<file path="src/rtl/game_pkg.sv">
// Shared scan-code constants and keyboard decoder state encoding.
// Latency: n/a (declarations only).
// Backpressure: n/a.
package game_pkg;

    localparam logic [7:0] SC_EXT   = 8'hE0;
    localparam logic [7:0] SC_BRK   = 8'hF0;
    localparam logic [7:0] SC_SPACE = 8'h29;
    localparam logic [7:0] SC_LEFT  = 8'h6B;
    localparam logic [7:0] SC_RIGHT = 8'h74;
    localparam logic [7:0] SC_ERR0  = 8'h00;
    localparam logic [7:0] SC_ERR1  = 8'hFF;

    typedef enum logic [1:0] {
        IDLE    = 2'd0,
        EXT     = 2'd1,
        BRK     = 2'd2,
        EXT_BRK = 2'd3
    } kbd_st_t;

endpackage

</file>
<file path="src/rtl/game_key_decoder.sv">
// PS/2 set-2 byte stream -> held levels for left/right/space plus space press and protocol error pulses.
// Latency: 1 cycle from the final byte of a sequence to registered outputs.
// Backpressure: none; every keyValid byte is consumed. Option GAME_KEYS_LAST_WINS_EN: most recent arrow wins.
module game_key_decoder #(
    parameter int TIMEOUT_CYCLES = 1_000_000
) (
    input  logic       clk,
    input  logic       reset,
    input  logic [7:0] keyCode,
    input  logic       keyValid,
    output logic       rightArrow,
    output logic       leftArrow,
    output logic       spaceBar,
    output logic       spacePress,
    output logic       protoErr
);
    import game_pkg::*;

    localparam int CW = (TIMEOUT_CYCLES > 1) ? $clog2(TIMEOUT_CYCLES) : 1;
    localparam logic [CW-1:0] CNT_MAX = CW'(TIMEOUT_CYCLES - 1);

    kbd_st_t       st, st_nxt;
    logic [CW-1:0] cnt, cnt_nxt;
    logic          mk, bk, ext, ovr, err_nxt;
    logic          left_q, right_q;
    logic          left_nxt, right_nxt, space_nxt;

    // Decoder state and prefix timeout counter.
    always_ff @(posedge clk or posedge reset) begin
        if (reset) begin
            st  <= IDLE;
            cnt <= '0;
        end else begin
            st  <= st_nxt;
            cnt <= cnt_nxt;
        end
    end

    // Next state plus one-cycle decode events (make/break, extended, overrun, error).
    always_comb begin
        st_nxt  = st;
        err_nxt = 1'b0;
        mk      = 1'b0;
        bk      = 1'b0;
        ext     = 1'b0;
        ovr     = 1'b0;
        if (keyValid) begin
            case (st)
                IDLE: begin
                    if (keyCode == SC_EXT)
                        st_nxt = EXT;
                    else if (keyCode == SC_BRK)
                        st_nxt = BRK;
                    else if (keyCode == SC_ERR0 || keyCode == SC_ERR1) begin
                        ovr     = 1'b1;
                        err_nxt = 1'b1;
                    end else
                        mk = 1'b1;
                end
                EXT: begin
                    if (keyCode == SC_BRK)
                        st_nxt = EXT_BRK;
                    else if (keyCode == SC_EXT)
                        err_nxt = 1'b1;
                    else begin
                        mk     = 1'b1;
                        ext    = 1'b1;
                        st_nxt = IDLE;
                    end
                end
                BRK: begin
                    st_nxt = IDLE;
                    if (keyCode == SC_EXT || keyCode == SC_BRK)
                        err_nxt = 1'b1;
                    else
                        bk = 1'b1;
                end
                EXT_BRK: begin
                    st_nxt = IDLE;
                    if (keyCode == SC_EXT || keyCode == SC_BRK)
                        err_nxt = 1'b1;
                    else begin
                        bk  = 1'b1;
                        ext = 1'b1;
                    end
                end
                default: st_nxt = IDLE;
            endcase
        end else if (st != IDLE && cnt == CNT_MAX) begin
            // A byte arriving in the expiry cycle takes the branch above instead.
            st_nxt  = IDLE;
            err_nxt = 1'b1;
        end
    end

    // Counter restarts on every byte, idles at zero, saturates rather than wraps.
    always_comb begin
        if (keyValid || st_nxt == IDLE)
            cnt_nxt = '0;
        else if (cnt == CNT_MAX)
            cnt_nxt = cnt;
        else
            cnt_nxt = cnt + 1'b1;
    end

    // Held-flag update; repeats of a held key rewrite the same value, breaks of unheld keys are no-ops.
    always_comb begin
        space_nxt = spaceBar;
        left_nxt  = left_q;
        right_nxt = right_q;
        if (ovr) begin
            space_nxt = 1'b0;
            left_nxt  = 1'b0;
            right_nxt = 1'b0;
        end else if (mk || bk) begin
            if (!ext && keyCode == SC_SPACE) space_nxt = mk;
            if (ext && keyCode == SC_LEFT)   left_nxt  = mk;
            if (ext && keyCode == SC_RIGHT)  right_nxt = mk;
        end
    end

    // Held flags and pulse outputs.
    always_ff @(posedge clk or posedge reset) begin
        if (reset) begin
            left_q     <= 1'b0;
            right_q    <= 1'b0;
            spaceBar   <= 1'b0;
            spacePress <= 1'b0;
            protoErr   <= 1'b0;
        end else begin
            left_q     <= left_nxt;
            right_q    <= right_nxt;
            spaceBar   <= space_nxt;
            spacePress <= space_nxt & ~spaceBar;
            protoErr   <= err_nxt;
        end
    end

`ifdef GAME_KEYS_LAST_WINS_EN
    logic last_right, last_right_nxt;

    // Only a fresh press (not-held -> held) moves the most-recent marker.
    always_comb begin
        last_right_nxt = last_right;
        if (left_nxt && !left_q)
            last_right_nxt = 1'b0;
        else if (right_nxt && !right_q)
            last_right_nxt = 1'b1;
    end

    // Arrow outputs arbitrated by the most recently pressed arrow.
    always_ff @(posedge clk or posedge reset) begin
        if (reset) begin
            last_right <= 1'b1;
            rightArrow <= 1'b0;
            leftArrow  <= 1'b0;
        end else begin
            last_right <= last_right_nxt;
            rightArrow <= right_nxt & (~left_nxt  |  last_right_nxt);
            leftArrow  <= left_nxt  & (~right_nxt | ~last_right_nxt);
        end
    end
`else
    assign rightArrow = right_q;
    assign leftArrow  = left_q;
`endif

endmodule

</file>
<file path="config.mk">
export PLATFORM = sky130hd
export DESIGN_NAME = game_key_decoder
export DESIGN_NICKNAME = d
export VERILOG_FILES = /design/src/rtl/game_pkg.sv /design/src/rtl/game_key_decoder.sv
export SDC_FILE = /design/constraint.sdc
export NUM_CORES = 1
export LEC_CHECK = 0
export CORE_MARGIN = 3
export CORE_UTILIZATION = 51
export DETAILED_ROUTE_END_ITERATION = 7
export PLACE_DENSITY = 0.73
export SYNTH_ARGS = -nofsm -noshare
export SYNTH_HDL_FRONTEND = slang
export SYNTH_SLANG_ARGS = --single-unit
</file>
<file path="constraint.sdc">
create_clock -name clk -period 5.2 [get_ports clk]
set_clock_uncertainty 0.15 [all_clocks]
set_input_delay 0.78 -clock clk [delete_from_list [all_inputs] [get_ports clk]]
set_output_delay 0.78 -clock clk [all_outputs]
set_load 0.01 [all_outputs]
</file>
After elaboration in Yosys (flattened, before gate mapping). Cells that the tools add are included.

Bits in registers: 27. Input bits: 11.

$add $sub $neg: 1. Eq/ne operators: 11. Multiplexer cells: 41. Bitwise gates (word level): 2. Reductions and logical operators: 19.

Operators with widths (number): 20-bit two-way mux (2); 1-bit two-way mux (29); 8-bit == test, second input constant (3); 20-bit by 1-bit adder with 20-bit output, second input constant (1); 20-bit == test, second input constant (1); 8-bit by 7-bit == test with 1-bit output, second input constant (2); 2-bit two-way mux (6); 8-bit by 6-bit == test with 1-bit output, second input constant (1); 8-bit zero test (1); 2-bit nonzero test (4); 2-bit one-hot mux with 3 select lines (1); 2-bit == test, second input constant (2); 1-bit logical AND (4); 2-bit zero test (2); 1-bit logical OR (4); 1-bit one-hot mux with 2 select lines (2); 2-bit AND reduction (2); 1-bit one-hot mux with 3 select lines (1); 2-bit by 1-bit == test with 1-bit output, second input constant (1); 2-bit by 1-bit inequality test with 1-bit output, second input constant (1); 2-bit OR reduction (1); 1-bit AND (1); 1-bit zero test (1); 1-bit NOT (1).

Depth between registers and ports, before layout. Gate-level depths: netlist of the first run.

Depth after elaboration: 11. Depth in mapped cells: 6. Gate-level depth less buffers: 5.

Worst setup path after synthesis of the first run. OpenSTA, ideal clock, no wires.

Path kind: reg-to-reg. From: register cnt[13]. To: register cnt[10]. Library setup time: 119 ps. Arrival: 1813 ps. Data required time: 4931 ps. Slack: 3119 ps. Stages on the path, launching flop included: 6. Buffers on the path: 1. Path through: dfrtp_1 -> or4b_1 -> or4_4 -> o21ai_4 -> buf_6 -> nor2_1.

Word-level cells in the longest chain between the ends: 7. Elaborated cells on any way between the ends: 8.

Ends and longest elaborated chain: start, declared (line game_key_decoder.sv:23) `logic [CW-1:0] cnt, cnt_nxt;`; start signal, assigned (line game_key_decoder.sv:35) `cnt <= cnt_nxt;`; 20-bit == test * (line game_key_decoder.sv:89, game_key_decoder.sv:100); 1-bit logical AND (line game_key_decoder.sv:89) `end else if (st != IDLE && cnt == CNT_MAX) begin`; 2-bit two-way mux (line game_key_decoder.sv:89); 2-bit two-way mux (line game_key_decoder.sv:47) `if (keyValid) begin`; 2-bit zero test (line game_key_decoder.sv:98) `if (keyValid || st_nxt == IDLE)`; 1-bit logical OR (line game_key_decoder.sv:98); 2-bit by 1-bit inequality test with 1-bit output (no line) or 20-bit two-way mux (tied branches).

Every way passes the cells marked *; elsewhere a longest branch is shown, timed or not. A chain may end at the register's enable or synchronous reset.

Final worst setup path of the first run.
From: input port keyCode[1]. To: register right_q, in the netlist rightArrow.

Word-level cells in the longest chain between the ends: 10. Elaborated cells on any way between the ends: 32.

Ends and longest elaborated chain: start, declared (line game_key_decoder.sv:9) `input logic [7:0] keyCode,`; 8-bit == test or 8-bit zero test (tied branches) (line game_key_decoder.sv:54) `else if (keyCode == SC_ERR0 || keyCode == SC_ERR1) begin`; 1-bit logical OR (line game_key_decoder.sv:54); 1-bit two-way mux (line game_key_decoder.sv:54); 1-bit two-way mux (line game_key_decoder.sv:52) `else if (keyCode == SC_BRK)`; 1-bit two-way mux (line game_key_decoder.sv:50) `if (keyCode == SC_EXT)`; 1-bit one-hot mux with 2 select lines (line game_key_decoder.sv:48) `case (st)`; 1-bit two-way mux (line game_key_decoder.sv:47); 1-bit two-way mux or 1-bit logical OR (tied branches) (line game_key_decoder.sv:118, game_key_decoder.sv:115); 1-bit two-way mux or 2-bit nonzero test (tied branches); 1-bit two-way mux or 2-bit AND reduction (tied branches); end signal, assigned (line game_key_decoder.sv:132) `right_q <= right_nxt;`; end, declared (line game_key_decoder.sv:25) `logic left_q, right_q;`.

Parallel ways exist; a longest one is shown, timed or not. The select of a mux whose other input is x is not followed.

==> results of run 1 <==
-- cell usage after synthesis (2+ instances only) --
master / instances
xnor2_1: 13
a21oi_1: 2
nor4_1: 6
nor2_1: 25
nand2b_1: 2
inv_1: 7
or3_1: 2
nand2_1: 7
or4b_1: 2
mux2i_1: 3
o31ai_1: 2
o22ai_1: 2
dfrtp_1: 27
o21ai_0: 5
nand4_1: 9
nor3_1: 10
nand3_1: 10
-- logic make-up after synthesis --
kind of cell	count (synthesis)	share of synthesized area, %
adders and majority gates	1	0.882
xor gates and xnor gates	14	8.65
muxes	3	2.12
AOI/OAI and AO/OA	14	6.71
and+or+nand+nor	83	31.1
DFF	27	47.7
buffers and inverters	9	2.91
-- stage by stage --
step	util, %	hold WS, ns	worst slack (ns)
6_report	63.0	0.350	2.86
5_1_grt	63.0	0.384	2.74
4_1_cts	63.0	0.352	2.89
3_5_place_dp	61.9	0.333	2.53
3_3_place_gp	61.9	0.324	2.59
2_1_floorplan	-	0.300	3.12
-- critical path: cells and delay by family --
kind	cells	cell delay, ns
buffers and inverters	1	0.47
AO/OA/AOI/OAI	2	0.33
AND/OR/NAND/NOR	2	0.80
-- how the worst max path moves through the flow --
| stage | from | endpoint | slack [ns] | cells after the start |
|---|---|---|---|---|
| floorplan | cnt[13]$_DFFE_PP0P_ | cnt[10]$_DFFE_PP0P_ | 3.12 | 5 |
| global placement | keyCode[1] | rightArrow$_DFFE_PP0P_ | 2.59 | 5 |
| detailed placement | keyCode[1] | rightArrow$_DFFE_PP0P_ | 2.53 | 5 |
| CTS | keyCode[1] | rightArrow$_DFFE_PP0P_ | 2.89 | 5 |
| global route | cnt[0]$_DFFE_PP0P_ | cnt[6]$_DFFE_PP0P_ | 2.74 | 5 |
| finish | keyCode[1] | rightArrow$_DFFE_PP0P_ | 2.86 | 5 |
-- flip-flops by register name, indices dropped and copies added, names as in the netlist --
register and flops:
st 2, spacePress 1, rightArrow 1, cnt 20, spaceBar 1, leftArrow 1
protoErr 1
-- cell usage in the layout, fill, tap and decap left out, drive strengths merged, types with 2 or more instances in the layout --
cell type	instances
dfrtp	27
nor2	25
clkdlybuf4s50	15
xnor2	13
nand3	10
nor3	10
nand4	9
nand2	7
inv	7
nor4	6
o21ai	6
mux2i	3
clkbuf	3
or4b	2
nand2b	2
o31ai	2
or3	2
a21oi	2
o22ai	2
or4	2
-- power by group through the flow --
stage | sequential (mW) | combinational [mW] | clock [mW]
CTS | 0.212 | 0.0219 | 0.0916
global route | 0.212 | 0.0236 | 0.0991
floorplan | 0.216 | 0.00829 | 0
detailed placement | 0.216 | 0.0219 | 0
global placement | 0.215 | 0.0212 | 0
finish | 0.212 | 0.0217 | 0.0880
-- layout make-up --
class | instances | area share, %
multi-input combinational | 115 | 43.3
sequential | 27 | 41.8
timing repair buffer | 15 | 9.28
tap | 30 | 2.32
inverter | 7 | 1.62
clock buffer | 3 | 1.39
clock inverter | 1 | 0.309
-- layer usage --
metal | share of wire [%] | GRT usage, % | vias up
li1 | - | - | 575
met1 | 49 | 25.6 | 565
met2 | 46 | 28.1 | 28
met3 | 4.9 | 5.26 | 2
met4 | 0.54 | 2.91 | 0
met5 | 0 | 0 | -
==> metrics.csv, run 1 <==
stage;metric;value;unit
synth;fraction of synthesized cell area taken by the top area cell type;47.7;%
clocking;Post-CTS Resized;0;
power_and_ir_drop;Max IR drop VDD;0.220;mV
layout;share of post-route cells with drive strength above 1;4.76;%
global_routing;initial antenna violation count;0;
synth;register bit count reported by yosys;27;
layout;post-route design area;1620;um2
critical_path;reg2reg end;cnt[6]$_DFFE_PP0P_;
timing;upper clock frequency limit;428;MHz
power_and_ir_drop;Pwr Total;0.321;mW
synth;async set-or-reset flop fraction in the synthesized netlist;100;%
clocking;CTS tree;yes;
clocking;root buffer selected by CTS;clkbuf_4;
critical_path;arrival time at the worst endpoint;2.39;ns
global_routing;overall global routing resource usage;18.1;%
floorplan;horizontal die dimension;58.7;um
clocking;maximum root-to-sink buffer count;2;
critical_path;cell with the largest stage delay on the worst path;or4_1;
worst_hold_path;cell count of the worst hold path;1;
power_and_ir_drop;switching fraction of total power;22.2;%
layout;Inserted Diodes;0;
layout;Multi-input gate area;701;um2
detailed_routing;number of iterations in the first detailed-routing pass;4;
synth;cell area after technology mapping;1420;um2
synth;mean post-synth cell area;9.39;um2
layout;fill cell count;226;
timing;sum of negative setup slack;0;ns
detailed_routing;Vias;1170;
placement;HPWL after detailed placement;2100;um
timing;worst-margin pin slew;0.992;ns
layout;final standard cell count with taps included and fillers excluded;198;
critical_path;stage delay of the slowest cell on the critical path;0.61;ns
synth;sequential area share after synthesis;47.7;%
power_and_ir_drop;static leakage power;0.577;nW
timing;hold violation count in the final report;0;
power_and_ir_drop;internal power;0.250;mW
layout;register cell area after layout;676;um2
power_and_ir_drop;relative contribution of the clock network to total power;27.4;%
clocking;total clock buffers created by CTS;3;
worst_hold_path;Hold Path Class;flop to flop;
global_routing;gr ovfl total;0;
synth;post-synthesis instance total;151;
worst_hold_path;capture endpoint of the worst hold path;cnt[0]$_DFFE_PP0P_;
critical_path;worst-case reg-to-reg path depth;5;
global_routing;vias in the first global route;1067;
synth;total nets after synthesis;163;
floorplan;DIE HEIGHT;58.7;um
layout;layout overhead on the synthesized area;14.1;%
global_routing;pin count of the biggest net entering global routing;28;
power_and_ir_drop;Comb power frac;6.8;%
run;max-cap violation count;0;
power_and_ir_drop;switching power of the nets;0.0714;mW
critical_path;Worst Setup Start Kind;primary input;
floorplan;area inside the core boundary;2570;um2
synth;count of synthesis-stage warnings from yosys;0;
timing;final critical-path required period;2.34;ns
floorplan;Rows;18;
timing;final setup vio count;0;
power_and_ir_drop;sequential power share;65.8;%
placement;final weighted congestion in routability-driven placement;0.904;
synth;number of synthesized flops with an enable pin;0;
synth;count of distinct cell types in the synthesized netlist;34;
layout;total number of nets in the final design;181;
detailed_routing;Residual DRC;0;
clocking;number of buffers added for setup after CTS;0;
power_and_ir_drop;total power divided by cell area;199;nW/um2
outcome;outcome;finished, final reports clean;
clocking;H-tree Lvls;1;
detailed_routing;Vias per Instance;5.91;
placement;total placed cells including tap cells;194;
critical_path;Worst Path Class, Setup;primary input to flop;
placement;cell area after placement;1590;um2
critical_path;r2r startpoint;cnt[0]$_DFFE_PP0P_;
clocking;clock tree sinks;27;
floorplan;Die ar.;3450;um2
detailed_routing;remaining antenna violation count after routing;0;
clocking;number of hold buffers added after CTS;0;
worst_hold_path;Min-Delay Startpoint;cnt[0]$_DFFE_PP0P_;
synth;cell types occupying the most area after synthesis;dfrtp_1 (48%), xnor2_1 (8.0%), nor2_1 (6.6%), nand4_1 (4.0%), nand3_1 (3.5%);
timing;RSZ-0062 raised after global routing;false;
timing;total count of max-transition violations in the final report;0;
clocking;clock edge transition at the registers on the reported setup and hold paths;0.14;ns
synth;most used flip-flop cell after synthesis;dfrtp_1;
placement;number of I/O port buffers;15;
synth;cell type with the highest aggregate area in the netlist;dfrtp_1;
global_routing;global-route wire length before repair;4840;um
floorplan;number of placed I/O pins;16;
detailed_routing;First DRT Iteration DRCs;69;
critical_path;CP Capture Type;flop;
detailed_routing;post-detailed-routing wire length;2800;um
critical_path;CP Cell Sequence;clkdlybuf4s50_1 -> or4_1 -> nand3b_1 -> o31ai_1 -> o22ai_1;
timing;part of the cycle the worst path needs;44.9;%
critical_path;required time of the critical path;5.25;ns
timing;relative slew slack;33.8;%
detailed_routing;mean routed wirelength per cell;14.1;um
critical_path;worst reg2reg setup slack;2.92;ns
clocking;insertion delay of the later-clocked pin in the worst-skew pair;0.32;ns
critical_path;critical path peak fanout;5;
floorplan;initial core utilization;55.2;%
No activity file was read; power rests on OpenSTA's default activity.
==> run 2, diff against run 1 <==
Settings changed: CORE_UTILIZATION 51 to 49, PLACE_DENSITY 0.73 to 0.74.
Clock period 5.2 ns to 2.05 ns, I/O delays scaled along.
==> run 2 against run 1 <==
- the flow now finishes with violations (setup timing)
- largest power group unchanged
- utilization rose by 6.2 points
- critical path depth did not move
- sequential cell count did not move
- sequential power rose to 2.5 times the previous value
- count of clock-buffer cells in the layout did not move
- wire length rose by 8.9%
- design area rose by 12%
- first-iteration DRC count fell by 41%
==> metrics.csv, run 2 (same netlist as run 1, synthesis figures left out) <==
stage;metric;value;unit;change
timing;upper clock frequency limit;478;MHz;
detailed_routing;First DRT Iteration DRCs;41;;-41%
clocking;CTS tree;yes;;
placement;final weighted congestion in routability-driven placement;0.775;;-14%
timing;part of the cycle the worst path needs;102;%;
layout;Inserted Diodes;0;;unchanged
detailed_routing;number of iterations in the first detailed-routing pass;5;;+1
critical_path;worst reg2reg setup slack;-0.04;ns;-2.96 ns
detailed_routing;Vias;1262;;+7.9%
layout;highest-count cells in the layout ignoring fill and taps;dfrtp_1 (27), nor2_1 (19), buf_4 (18), clkdlybuf4s50_1 (15), xnor2_1 (13);;
floorplan;DIE HEIGHT;59.8;um;+1.8%
critical_path;Worst Path Class, Setup;flop to flop;;
power_and_ir_drop;Comb power frac;7.3;%;+0.5 points
critical_path;CP Capture Type;flop;;
timing;total count of max-transition violations in the final report;0;;unchanged
critical_path;critical path peak fanout;6;;+1
placement;total placed cells including tap cells;212;;+9.3%
critical_path;r2r startpoint;cnt[13]$_DFFE_PP0P_;;
layout;number of flip-flops under the largest register name;20;;unchanged
clocking;clock tree sinks;27;;unchanged
critical_path;arrival time at the worst endpoint;2.18;ns;-0.21 ns
critical_path;reg2reg end;cnt[14]$_DFFE_PP0P_;;
layout;top register by number of flip-flops;cnt;;
layout;final standard cell count with taps included and fillers excluded;219;;+11%
clocking;maximum root-to-sink buffer count;2;;unchanged
detailed_routing;mean routed wirelength per cell;13.9;um;-1.5%
power_and_ir_drop;internal power;0.641;mW;+160%
layout;post-route design area;1810;um2;+12%
placement;number of I/O port buffers;15;;unchanged
outcome;outcome;finished, violations left;;
layout;share of post-route cells with drive strength above 1;19.0;%;+14 points
power_and_ir_drop;switching power of the nets;0.203;mW;+190%
critical_path;worst-case reg-to-reg path depth;5;;unchanged
layout;most common library cell in the layout ignoring fill and taps;dfrtp_1;;
outcome;violated checks;setup timing;;
timing;sum of negative setup slack;-0.412;ns;-0.412 ns
placement;HPWL after detailed placement;2260;um;+7.7%
timing;final critical-path required period;2.09;ns;
floorplan;horizontal die dimension;59.8;um;+1.8%
layout;total number of nets in the final design;202;;+12%
detailed_routing;post-detailed-routing wire length;3050;um;+8.9%
floorplan;Rows;18;;unchanged
detailed_routing;Vias per Instance;5.76;;-2.5%
power_and_ir_drop;Max IR drop VDD;0.417;mV;+90%
power_and_ir_drop;static leakage power;0.681;nW;+18%
global_routing;vias in the first global route;1228;;+15%
timing;Worst Slack Setup Final;-0.0399;ns;-2.90 ns
global_routing;global-route wire length before repair;5290;um;+9.3%
floorplan;number of placed I/O pins;16;;unchanged
clocking;clock edge transition at the registers on the reported setup and hold paths;0.16;ns;+0.02 ns
layout;layout overhead on the synthesized area;27.5;%;
floorplan;initial core utilization;54.3;%;-0.95 points
placement;cell area after placement;1730;um2;+8.5%
timing;relative slew slack;67.7;%;+34 points
layout;Top Registers;cnt: 20 flops, st: 2 flops;;
timing;hold violation count in the final report;0;;unchanged
run;max-cap violation count;0;;unchanged
floorplan;area inside the core boundary;2610;um2;+1.8%
power_and_ir_drop;relative contribution of the clock network to total power;29.2;%;+1.8 points
floorplan;Die ar.;3570;um2;+3.7%
detailed_routing;Residual DRC;0;;unchanged
clocking;H-tree Lvls;1;;unchanged
critical_path;Worst Setup Start Kind;flop;;
global_routing;overall global routing resource usage;19.1;%;+1.0 points
power_and_ir_drop;switching fraction of total power;24.1;%;+1.9 points
global_routing;pin count of the biggest net entering global routing;28;;unchanged
worst_hold_path;Hold Path Class;primary input to asynchronous set/reset pin;;
clocking;root buffer selected by CTS;clkbuf_4;;
power_and_ir_drop;total power divided by cell area;467;nW/um2;+140%
clocking;insertion delay of the later-clocked pin in the worst-skew pair;0.34;ns;+0.02 ns
clocking;total clock buffers created by CTS;3;;unchanged
timing;worst-margin pin slew;0.480;ns;-0.512 ns
power_and_ir_drop;sequential power share;63.5;%;-2.3 points
critical_path;required time of the critical path;2.14;ns;-3.11 ns
timing;RSZ-0062 raised after global routing;true;;
detailed_routing;remaining antenna violation count after routing;0;;unchanged
global_routing;gr ovfl total;0;;unchanged
global_routing;initial antenna violation count;0;;unchanged
timing;final setup vio count;17;;+17
## run 2: final cells by class
cell class	instances	area [um2]
fillers	202	805
well taps	30	37.5
clock inverters	1	7.51
flip-flops and latches	27	676
multi-input cells	115	719
repair buffers	36	319
inverters	7	26.3
clock buffers	3	22.5
## run 2: how the worst max path moves through the flow
| stage | startpoint | to | slack [ns] | depth (start not counted) |
|---|---|---|---|---|
| after floorplan | cnt[11]$_DFFE_PP0P_ | cnt[11]$_DFFE_PP0P_ | -0.03 | 5 |
| after global placement | keyCode[1] | rightArrow$_DFFE_PP0P_ | -0.06 | 5 |
| after detailed placement | keyCode[2] | rightArrow$_DFFE_PP0P_ | -0.07 | 5 |
| after CTS | cnt[13]$_DFFE_PP0P_ | cnt[16]$_DFFE_PP0P_ | -0.03 | 5 |
| after global routing | cnt[13]$_DFFE_PP0P_ | st[0]$_DFF_PP0_ | -0.10 | 4 |
| final | cnt[13]$_DFFE_PP0P_ | cnt[14]$_DFFE_PP0P_ | -0.04 | 5 |
## run 2: power groups by stage
stage / sequential [mW] / clock, mW / combinational, mW
6_report: 0.536 / 0.246 / 0.0617
2_1_floorplan: 0.547 / 0 / 0.0210
3_3_place_gp: 0.546 / 0 / 0.0599
4_1_cts: 0.536 / 0.249 / 0.0623
5_1_grt: 0.537 / 0.266 / 0.0677
3_5_place_dp: 0.546 / 0 / 0.0616
## run 2: layer usage
metal / vias up / wire (um) / global-route usage, %
li1: 625 / - / -
met1: 607 / 1420 / 25.1
met2: 28 / 1500 / 32.4
met3: 2 / 107 / 2.81
met4: 0 / 19 / 5.70
met5: - / 0 / 0
## run 2: timing repair
item	4_1_cts	5_1_grt
resized for setup	7	4
pin swaps	5	0
buffers inserted	2	0
setup endpoints to repair	17	20
hold buffers	0	0
gates cloned	1	0
## run 2: metrics by stage
stage	utilization [%]	hold WS (ns)	worst slack (ns)	power, mW
6_report	69.2	0.155	-0.0399	0.845
5_1_grt	69.2	0.181	-0.104	0.870
4_1_cts	68.8	0.174	-0.0288	0.847
3_5_place_dp	66.0	0.324	-0.0699	0.608
3_3_place_gp	66.0	0.301	-0.0617	0.606
2_1_floorplan	-	0.210	-0.0260	0.568
## run 2: worst max-delay path, stage by stage, from the launching register on
cell	delay [ns]
dfrtp_1	0.40
or4b_1	0.52
or4_4	0.52
o21ai_4	0.21
buf_6	0.16
nor2_1	0.04
==> run 3, diff against run 2 <==
Settings changed: CTS_CLUSTER_DIAMETER from default to 50.
==> results of run 3 <==
Same layout as run 2: the final DEF is identical, and so are final timing and power.
